$ cat src/rtl/nd_2to1_arb.sv
// nd_2to1_arb: two-input round-robin arbiter sharing one 4-phase message
// channel (o0) between requesters i0 and i1.
//
// The granted message is captured into a single buffer register and the
// requester is released before the message is forwarded on o0.
//
// Optional feature, macro NS_ARB_REDUN_CHK_EN:
//   When defined, a CHECK state recomputes the redundancy field of the
//   buffered message. Corrupted messages are dropped and a sticky error flag
//   is set.
//   When undefined, every message is forwarded and err reads 0.
`timescale 1ns/1ps

`ifndef NS_ADDRESS_SIZE
`define NS_ADDRESS_SIZE 8
`endif
`ifndef NS_DATA_SIZE
`define NS_DATA_SIZE 16
`endif
`ifndef NS_REDUN_SIZE
`define NS_REDUN_SIZE 8
`endif

module nd_2to1_arb #(
   parameter int ASZ         = `NS_ADDRESS_SIZE,
   parameter int DSZ         = `NS_DATA_SIZE,
   parameter int RSZ         = `NS_REDUN_SIZE,
   parameter bit FIRST_GRANT = 1'b0
) (
   input  logic           clk,
   input  logic           reset,
   input  logic [ASZ-1:0] i0_src,
   input  logic [ASZ-1:0] i0_dst,
   input  logic [DSZ-1:0] i0_dat,
   input  logic [RSZ-1:0] i0_red,
   input  logic           i0_req,
   output logic           i0_ack,
   input  logic [ASZ-1:0] i1_src,
   input  logic [ASZ-1:0] i1_dst,
   input  logic [DSZ-1:0] i1_dat,
   input  logic [RSZ-1:0] i1_red,
   input  logic           i1_req,
   output logic           i1_ack,
   output logic [ASZ-1:0] o0_src,
   output logic [ASZ-1:0] o0_dst,
   output logic [DSZ-1:0] o0_dat,
   output logic [RSZ-1:0] o0_red,
   output logic           o0_req,
   input  logic           o0_ack,
   output logic           last_grant,
   output logic           busy,
   output logic [3:0]     dbg_leds
);

   typedef enum logic [2:0] {
      ST_IDLE,
      ST_CAPTURE,
      ST_IREL,
`ifdef NS_ARB_REDUN_CHK_EN
      ST_CHECK,
`endif
      ST_SEND,
      ST_OREL
   } state_t;

   typedef struct packed {
      logic [ASZ-1:0] src;
      logic [ASZ-1:0] dst;
      logic [DSZ-1:0] dat;
      logic [RSZ-1:0] red;
   } msg_t;

   state_t state;
   msg_t   msg_buf;
   logic   err;
   logic   want0;
   logic   want1;
   logic   pick;
   logic   granted_req;

   // A requester is eligible while it asks and has not yet been acknowledged.
   assign want0 = i0_req & ~i0_ack;
   assign want1 = i1_req & ~i1_ack;

   // On a tie the input that did not win last time goes next; otherwise the
   // lone requester wins. last_grant doubles as the in-flight selector,
   // because it only changes when a new grant is made in IDLE.
   assign pick        = (want0 & want1) ? ~last_grant : want1;
   assign granted_req = last_grant ? i1_req : i0_req;

`ifdef NS_ARB_REDUN_CHK_EN
   logic [RSZ-1:0] red_calc;

   calc_redun #(
      .ASZ (ASZ),
      .DSZ (DSZ),
      .RSZ (RSZ)
   ) u_calc_redun (
      .src (msg_buf.src),
      .dst (msg_buf.dst),
      .dat (msg_buf.dat),
      .red (red_calc)
   );
`else
   assign err = 1'b0;
`endif

   // Arbitration FSM: grant, capture, release input, forward, release output.
   // NOTE: every register here uses non-blocking assignment so that all state
   // updates in one clock edge see the values from before that edge.
   always_ff @(posedge clk or posedge reset) begin
      if (reset) begin
         state      <= ST_IDLE;
         last_grant <= ~FIRST_GRANT;
         i0_ack     <= 1'b0;
         i1_ack     <= 1'b0;
         o0_req     <= 1'b0;
         // NOTE: the buffer is reset along with the control state. It drives
         // o0_* directly, and those outputs must read 0 out of reset.
         msg_buf    <= '0;
`ifdef NS_ARB_REDUN_CHK_EN
         err        <= 1'b0;
`endif
      end else begin
         case (state)
            ST_IDLE: begin
               if (want0 | want1) begin
                  last_grant <= pick;
                  state      <= ST_CAPTURE;
               end
            end

            ST_CAPTURE: begin
               if (last_grant) begin
                  msg_buf <= {i1_src, i1_dst, i1_dat, i1_red};
                  i1_ack  <= 1'b1;
               end else begin
                  msg_buf <= {i0_src, i0_dst, i0_dat, i0_red};
                  i0_ack  <= 1'b1;
               end
               state <= ST_IREL;
            end

            ST_IREL: begin
               if (!granted_req) begin
                  i0_ack <= 1'b0;
                  i1_ack <= 1'b0;
`ifdef NS_ARB_REDUN_CHK_EN
                  state  <= ST_CHECK;
`else
                  o0_req <= 1'b1;
                  state  <= ST_SEND;
`endif
               end
            end

`ifdef NS_ARB_REDUN_CHK_EN
            ST_CHECK: begin
               if (red_calc == msg_buf.red) begin
                  o0_req <= 1'b1;
                  state  <= ST_SEND;
               end else begin
                  err    <= 1'b1;
                  state  <= ST_IDLE;
               end
            end
`endif

            ST_SEND: begin
               if (o0_ack) begin
                  o0_req <= 1'b0;
                  state  <= ST_OREL;
               end
            end

            ST_OREL: begin
               if (!o0_ack) state <= ST_IDLE;
            end

            default: state <= ST_IDLE;
         endcase
      end
   end

   // The buffer is presented on o0_* unchanged; it only reloads in CAPTURE,
   // so the fields stay stable for the whole of SEND.
   assign o0_src   = msg_buf.src;
   assign o0_dst   = msg_buf.dst;
   assign o0_dat   = msg_buf.dat;
   assign o0_red   = msg_buf.red;

   assign busy     = (state != ST_IDLE);
   assign dbg_leds = {1'b0, busy, last_grant, err};

endmodule

`ifdef NS_ARB_REDUN_CHK_EN
// calc_redun: redundancy code, the sum of src, dst and dat modulo 2**RSZ.
module calc_redun #(
   parameter int ASZ = 8,
   parameter int DSZ = 16,
   parameter int RSZ = 8
) (
   input  logic [ASZ-1:0] src,
   input  logic [ASZ-1:0] dst,
   input  logic [DSZ-1:0] dat,
   output logic [RSZ-1:0] red
);
   // Truncating each term before adding gives the same low bits as a full sum.
   assign red = RSZ'(src) + RSZ'(dst) + RSZ'(dat);
endmodule
`endif

$ cat config.mk
export PLATFORM = sky130hd
export DESIGN_NAME = nd_2to1_arb
export DESIGN_NICKNAME = d
export VERILOG_FILES = /design/src/rtl/nd_2to1_arb.sv
export SDC_FILE = /design/constraint.sdc
export NUM_CORES = 1
export LEC_CHECK = 0
export CORE_AREA = 3 3 86 88
export CTS_CLUSTER_DIAMETER = 150
export CTS_CLUSTER_SIZE = 25
export DETAILED_ROUTE_END_ITERATION = 16
export DIE_AREA = 0 0 89 91
export PLACE_DENSITY = 0.81
export SLEW_MARGIN = 20
export SYNTH_ARGS = -nofsm -noshare
export SYNTH_HDL_FRONTEND = slang
export SYNTH_SLANG_ARGS = --single-unit
$ cat constraint.sdc
create_clock -name clk -period 1.38 [get_ports clk]
set_input_delay 0.276 -clock clk [delete_from_list [all_inputs] [get_ports clk]]
set_output_delay 0.276 -clock clk [all_outputs]
set_load 0.005 [all_outputs]
# ---- Word-level counts from Yosys, hierarchy flattened
# Cells that the tools add are included.
dict set report totals {
  in_bits 85
  wordCells 51
  register_bits 47
}
dict set report op_classes {
  n_eq_ne 10
  muxes 16
  bitwise 7
  n_reduce_logical 9
}
# op count
set ops {}
lappend ops {{two-way mux 40 bit} 1}
lappend ops {{case mux 3 bit (5 select lines)} 1}
lappend ops {{two-way mux 3 bit} 4}
lappend ops {{!= test 2 bit, second input constant} 6}
lappend ops {{AND reduction 3 bit} 3}
lappend ops {{two-way mux 1 bit} 7}
lappend ops {{== test 3 x 2 -> 1 bit, second input constant} 2}
lappend ops {{case mux 1 bit (2 select lines)} 3}
lappend ops {{AND reduction 4 bit} 1}
lappend ops {{nonzero test 2 bit} 2}
lappend ops {{bitwise AND 1 bit} 3}
lappend ops {{== test 3 x 1 -> 1 bit, second input constant} 1}
lappend ops {{== test 3 bit, second input constant} 1}
lappend ops {{zero test 3 bit} 1}
lappend ops {{NOT 1 bit} 3}
lappend ops {{nonzero test 3 bit} 1}
lappend ops {{AND reduction 2 bit} 1}
lappend ops {{bitwise OR 1 bit} 1}

# ---- Longest topological paths before layout
# Gate-level depths: netlist of the first run.
dict set report logic_depth {
  depth_word 5
  depth_mapped 6
  depth_no_buf 3
}

# ---- Worst setup path after synthesis of the first run
# Ideal clock, no wire load.
dict set report synth_path {
  path_kind {flip-flop to flip-flop}
  from {register last_grant}
  to {register state[0]}
  setup_slack_ns -0.092
  setup_ns 0.080
  t_required_ns 1.300
  path_stages_with_launch 5
  arrival_time_ns 1.392
  path_cell_list {dfstp_2 buf_6 mux2_4 or3_1 o211ai_2}
}
dict set report synth_between {
  elab_chain_len 3
}
# item line
set synth_rtl {}
lappend synth_rtl {{start, declared} 50} ;# output logic last_grant,
lappend synth_rtl {{start signal, assigned} 114} ;# last_grant <= ~FIRST_GRANT;
lappend synth_rtl {{start signal, assigned} 128} ;# last_grant <= pick;
lappend synth_rtl {{two-way mux 1 bit} 89} ;# assign granted_req = last_grant ? i1_req : i0_req;
lappend synth_rtl {{!= test 2 bit (no line)} --}
lappend synth_rtl {{AND reduction 4 bit (no line)} --}
lappend synth_rtl {{end signal, assigned} 113} ;# state <= ST_IDLE;
lappend synth_rtl {{end signal, assigned} 129} ;# state <= ST_CAPTURE;
lappend synth_rtl {{end signal, assigned} 141} ;# state <= ST_IREL;
lappend synth_rtl {{end, declared} 73} ;# state_t state;
# No other way between the ends.
# A chain may end at the register's enable or synchronous reset.

# ---- Worst setup path in the final report of the first run
dict set report layout_path {
  from {register state[1]}
  to {register msg_buf, in the netlist o0_dat[10]}
}
dict set report layout_between {
  elab_chain_len 1
}
# item line
set layout_rtl {}
lappend layout_rtl {{== test 3 x 1 -> 1 bit} 125} ;# case (state)
lappend layout_rtl {{end signal, assigned} 135} ;# msg_buf <= {i1_src, i1_dst, i1_dat, i1_red};
lappend layout_rtl {{end signal, assigned} 138} ;# msg_buf <= {i0_src, i0_dst, i0_dat, i0_red};
lappend layout_rtl {{end, declared} 74} ;# msg_t msg_buf;
# No other way between the ends.

==> metrics, run 1 <==
die area=8100 µm²; antenna violations before repair=0; Syn Inst Count=218; Nets=470; HP Class=input port to async pin; design area=4410 µm²; cells along the critical path=buf_6 > nor3b_4 > buf_6 > buf_12 > clkbuf_16 > nor2_2 > a21oi_2; pre-CTS setup slack=-0.0913 ns; Max Root-Sink Buffers=2; critical path's largest stage delay=0.41 ns; failing checks=setup timing; Critical Path End Type=flip-flop; largest net degree at the start of global routing=26; Critical Path Fanout Max=5; clock tree sinks=47; via count=2226; vias in the first global route=between 2000 and 2500; vias per cell=about 4.8; Crit path top cell by count=buf_6; Primary FF master, synth=dfrtp_1; sequential share of the synthesized area=52.5%; antenna viol nets, final=0; HPWL after DPL=4.44 mm; GP Congestion=0.697; clock slew at reported path FFs=0.09 ns; Fmax=699 MHz; clock latency on the worst-skew pair=0.29 ns; Area growth syn-to-layout=96.9%; TritonRoute pass-1 iters=4; skew final=0.00883 ns; worst path required time=1.60 ns; Final Setup Violations=45; CTS Root Cell=clkbuf_8; share of the core filled with cells=65.7%; fin worst setup slack=-0.0505 ns; DRT iter0 DRCs=58; mean post-synth cell area=10.3 µm²; die height=91 µm; placed cell areas=3680 µm²; maximum capacitance violations=0; Die Wd=89 µm; total CTS buffers=5; Port Buffers=131; CP Launch Type=flip-flop; fin crit period=1.43 ns; RSZ-0062 raised after global routing=true; FP Rows=30; DRT Wirelength=about 7.5 mm; Final Hold Viols=0; IO Count=between 100 and 150; Lkg Pwr=0.00191 µW; synthesized flop and latch total=47; layout cells sized above 1=28.3%; GR Overflow Total=0; status=finished with violations; non-filler cells, final=465; CTS tree=yes; Synth top area share=between 50 and 60%; drt wl/cell=16.2 µm; Ant. Diodes=0; Tcrit/Tclk final=104%; ys async rst share=100%; worst path arrival time=1.65 ns; worst hold slack=0.346 ns; Core ar.=6720 µm²; Yosys top cell by area=dfrtp_1; VDD IR max=1.04 mV; initial core utilization=33.4%; area of the mapped netlist=2240 µm²; DRC=0; first-pass GRT wire length=approximately 10 mm; number of synthesized flops with an enable pin=0; post-synthesis cell type count=24; critical path class=flip-flop to flip-flop; top post-synthesis cells by area=dfrtp_1 (51%), mux2i_1 (18%), a21oi_1 (9.8%); Final Max Tran Viols=0; pwr dens=between 1500 and 2000 nW/µm²; dpl cells=422; H-tree levels=2; total track usage=16.1%; CP max-delay cell=dfrtp_1; yosys warns=0
==> sequential cells by signal, indices dropped and copies added, names as in the netlist <==
name        count
o0_dat         16
o0_dst          8
o0_red          8
o0_src          8
state           3
i0_ack          1
i1_ack          1
last_grant      1
o0_req          1
==> power breakdown <==
group	internal (µW)	switching (µW)	leakage (µW)
logic	3190	2240	0.00135
clock network	393	427	0.0000470
registers	2020	379	0.000511
total	5610	3050	0.00191
==> cell usage after synthesis, drive strengths merged (2+ instances only) <==
cell and instances:
nor2 45, dfrtp 46, inv 4, nor2b 2
mux2i 40, a21oi 44, nor3 3, buf 19
o21ai 2
==> routing by layer <==
layer	share of wire [%]	GRT usage (%)
met3	9.4	5.54
met4	1.4	3.35
met2	50	27.2
met5	0	0
met1	39	19.6
==> worst max-delay path, delay by kind of cell, from the launching register on <==
kind | cells | cell delay (ns)
DFF | 1 | 0.41
and+or+nand+nor | 2 | 0.28
AOI/OAI and AO/OA | 1 | 0.11
buffers and inverters | 4 | 0.56
==> final timing paths <==
kind,startpoint,to,slack [ns],cells past startpoint
max,state[1],o0_dat[10],-0.05,7
min,reset,o0_dst[7],0.35,3
max reg2reg,state[1],o0_dat[10],-0.05,7
min reg2reg,o0_dst[5],o0_dst[5],0.53,2
max in group asynchronous,reset,o0_dat[2],0.74,3
min in group clk,o0_dst[5],o0_dst[5],0.53,2
==> through the flow <==
step,power [µW],setup TNS [ns]
after floorplan,4350,-0.0426
after global placement,6200,-0.354
after detailed placement,6320,-0.461
after CTS,7520,-0.244
after global routing,9280,-4.04
final,8650,-1.42
==> final cells by class <==
type / instances / area (µm²)
Fill cell: 535 / 2300
Timing Repair Buffer: 178 / 1920
Sequential cell: 47 / 1180
Multi-Input combinational cell: 149 / 1110
Tap cell: 80 / 100
Clock buffer: 6 / 82.6
Inverter: 4 / 18.8
Clock inverter: 1 / 5.00
==> logic make-up after synthesis <==
group	Yosys count	share of synthesized area (%)
DFF	47	52.5
and+or+nand+nor	57	11.1
other	1	0.167
muxes	41	18.5
buffers and inverters	23	6.19
AOI/OAI and AO/OA	49	11.5
==> placed cells by master, fill, tap and decap left out, types with 2 or more instances in the layout <==
master            n
clkdlybuf4s50_1  84
dfrtp_1          46
dlygate4sd2_1    43
mux2i_1          33
a21oi_1          29
nor2_1           23
nor2_2           21
buf_4            16
a21oi_2          15
buf_6            13
clkbuf_16         8
clkbuf_8          6
buf_12            6
mux2i_2           5
buf_2             4
inv_1             3
buf_16            3
nor2b_1           2
o21ai_0           2
nor3_1            2
mux2i_4           2
conb_1            2
==> what timing repair did <==
| action | 4_1_cts | 5_1_grt |
|---|---|---|
| setup endpoints to repair | 52 | 46 |
| cloned | 4 | 9 |
| hold buffers | 0 | 0 |
| setup buffers | 17 | 10 |
| pin swaps | 3 | 4 |
| resized for setup | 73 | 58 |
Note: power is estimated with default switching activity, not from simulation.
==> run 2: changes to the inputs <==
- CORE_AREA: 3 3 86 88 -> 3 3 81 83
- DIE_AREA: 0 0 89 91 -> 0 0 84 86
- PLACE_DENSITY: 0.81 -> 0.86
- clock period: 1.38 -> 1.4 ns (I/O delays scaled with it)
==> metrics, run 2 (same netlist as run 1, synthesis figures left out) <==
grt peak-use layer=met2; HPWL after DPL=4.76 mm (+7.2%); Fmax=686 MHz (-1.9%); hold buffers post-CTS=0 (unchanged); Max Root-Sink Buffers=2 (unchanged); number of flip-flops in the largest register=16 (unchanged); clock share of power=10.6% (+1.1 points); first-pass GRT wire length=10.7 mm (+4.6%); total track usage=18.5% (+2.4 points); Final Power=7570 µW (-12%); skew final=0.00658 ns (-0.00225 ns); CTS tree=yes; status=finished with violations; FP Rows=28 (-6.7%); CP max-delay cell=dfstp_2; Ant. Diodes=0 (unchanged); Int Power=4920 µW (-12%); DRT iter0 DRCs=81 (+40%); met1 usage=20.2% (+0.62 points); VDD IR max=0.849 mV (-18%); Logic pwr share=58.7% (-4.1 points); GR Overflow Total=0 (unchanged); Die Wd=84 µm (-5.6%); CP Launch Type=flip-flop; met3 usage=6.24% (+0.71 points); Critical Path Fanout Max=4 (-1); HP Class=input port to async pin; fin worst setup slack=-0.0582 ns (-0.00774 ns); share of the core filled with cells=68.4% (+2.8 points); Flop pwr share=30.7% (+3.0 points); worst path required time=1.61 ns (about the same); Final Max Tran Viols=0 (unchanged); drt wl/cell=15.5 µm (-4.0%); pwr dens=1870 nW/µm² (-4.7%); design area=4050 µm² (-8.2%); vias per cell=4.88 (+1.8%); TritonRoute pass-1 iters=4 (unchanged); commonest non-fill, non-tap cells in the layout=clkdlybuf4s50_1 (84), dfrtp_1 (46), dlygate4sd2_1 (45); GR Layer Usage met2=34.5% (+7.3 points); critical path's largest stage delay=0.56 ns (+0.15 ns); cells along the critical path=buf_6 > mux2_4 > or3_1 > o211ai_2; switching power total=2650 µW (-13%); clock latency on the worst-skew pair=0.29 ns (about the same); IO Count=134 (unchanged); Nets=458 (-2.6%); DRT Wirelength=6.96 mm (-7.5%); GP Congestion=0.770 (+10%); CP Buf/Inv Count=1 (-3); Switching Share=35.0% (-0.16 points); RSZ-0062 raised after global routing=true; Final Hold Viols=0 (unchanged); pre-CTS setup slack=-0.0899 ns (+0.00137 ns); Area growth syn-to-layout=80.7%; failing checks=setup timing; worst path arrival time=1.67 ns (+0.02 ns); CTS Root Cell=clkbuf_8; critical path class=flip-flop to flip-flop; clock tree sinks=47 (unchanged); via count=2184 (-1.9%); Lkg Pwr=0.00182 µW (-4.7%); Critical Path End Type=flip-flop; maximum capacitance violations=0 (unchanged); total CTS buffers=5 (unchanged); placed cell areas=3660 µm² (-0.41%); DRC=0 (unchanged); clock slew at reported path FFs=0.08 ns (about the same); die height=86 µm (-5.5%); layout cells sized above 1=15.0% (-13 points); Tcrit/Tclk final=104% (+0.50 points); top cell family by delay on the critical path=flip-flops; fin crit period=1.46 ns (+0.0277 ns); Final Setup Violations=2 (-96%); vias in the first global route=2270 (+5.3%); antenna violations before repair=0 (unchanged); Core ar.=5920 µm² (-12%); initial core utilization=37.9% (+4.5 points); most common cell after layout, fill and taps aside=clkdlybuf4s50_1; antenna viol nets, final=0 (unchanged); largest net degree at the start of global routing=33 (+27%); die area=7220 µm² (-11%); H-tree levels=2 (unchanged); Port Buffers=131 (unchanged)
## run 2: cell types whose count changed in the layout (fill, tap and decap cells not counted), moves of 3 or more
| cell | delta |
|---|---|
| mux2i_1 | +6 |
| nor2_2 | -20 |
| a21oi_2 | -13 |
| buf_6 | -3 |
| nor2_1 | +21 |
| a21oi_1 | +13 |
| clkbuf_16 | -4 |
| mux2i_2 | -4 |
## run 2: metrics by stage
step	hold WS (ns)	TNS, ns	instances
floorplan	0.400	-0.0226	219
global placement	0.504	-0.147	418
detailed placement	0.517	-0.369	418
CTS	0.242	-0.102	444
global route	0.274	-1.91	448
finish	0.253	-0.0699	448
## run 2: power groups by stage
stage	Sequential, µW	Combinational [µW]	Clock [µW]
floorplan	2400	1880	0
global placement	2340	3720	0
detailed placement	2380	3830	0
CTS	2310	4110	843
global route	2410	4850	890
finish	2320	4450	806
## run 2: worst paths after layout
kind                       slack, ns       start   endpoint  depth (start not counted)
min                             0.25       reset  o0_dst[0]                          2
max in group asynchronous       0.71       reset   state[0]                          3
min reg2reg                     0.52   o0_src[7]  o0_src[7]                          2
max                            -0.06  last_grant   state[0]                          4
min in group clk                0.52   o0_src[7]  o0_src[7]                          2
max reg2reg                    -0.06  last_grant   state[0]                          4
## run 2: layout make-up
class                      instances  area (µm²)
clock buffer                       6        82.6
clock inverter                     1        5.00
fill                             493        1870
inverter                           4        15.0
multi-input combinational        149         966
sequential                        47        1180
tap                               75        93.8
timing repair buffer             166        1710
## run 2: what timing repair did
item                                    in CTS  in global routing
endpoints found under the hold margin        0                  0
endpoints found under the setup margin      58                 41
setup buffers                               17                  1
pin swaps                                    2                  3
resized for setup                           70                  7
gates cloned                                 2                  4
## run 2: worst register-to-register path: cells and delay by family, from the launching register on
kind / cells / cell delay [ns]
AOI/OAI and AO/OA: 1 / 0.06
buffers and inverters: 1 / 0.13
DFF: 1 / 0.56
muxes: 1 / 0.31
and+or+nand+nor: 1 / 0.32
## run 2: layer usage
metal  part of all wire [%]  vias up
met1                     39     1030
met3                    9.0        2
met5                      0        -
met4                   0.30        0
met2                     52      101
li1                       -     1051
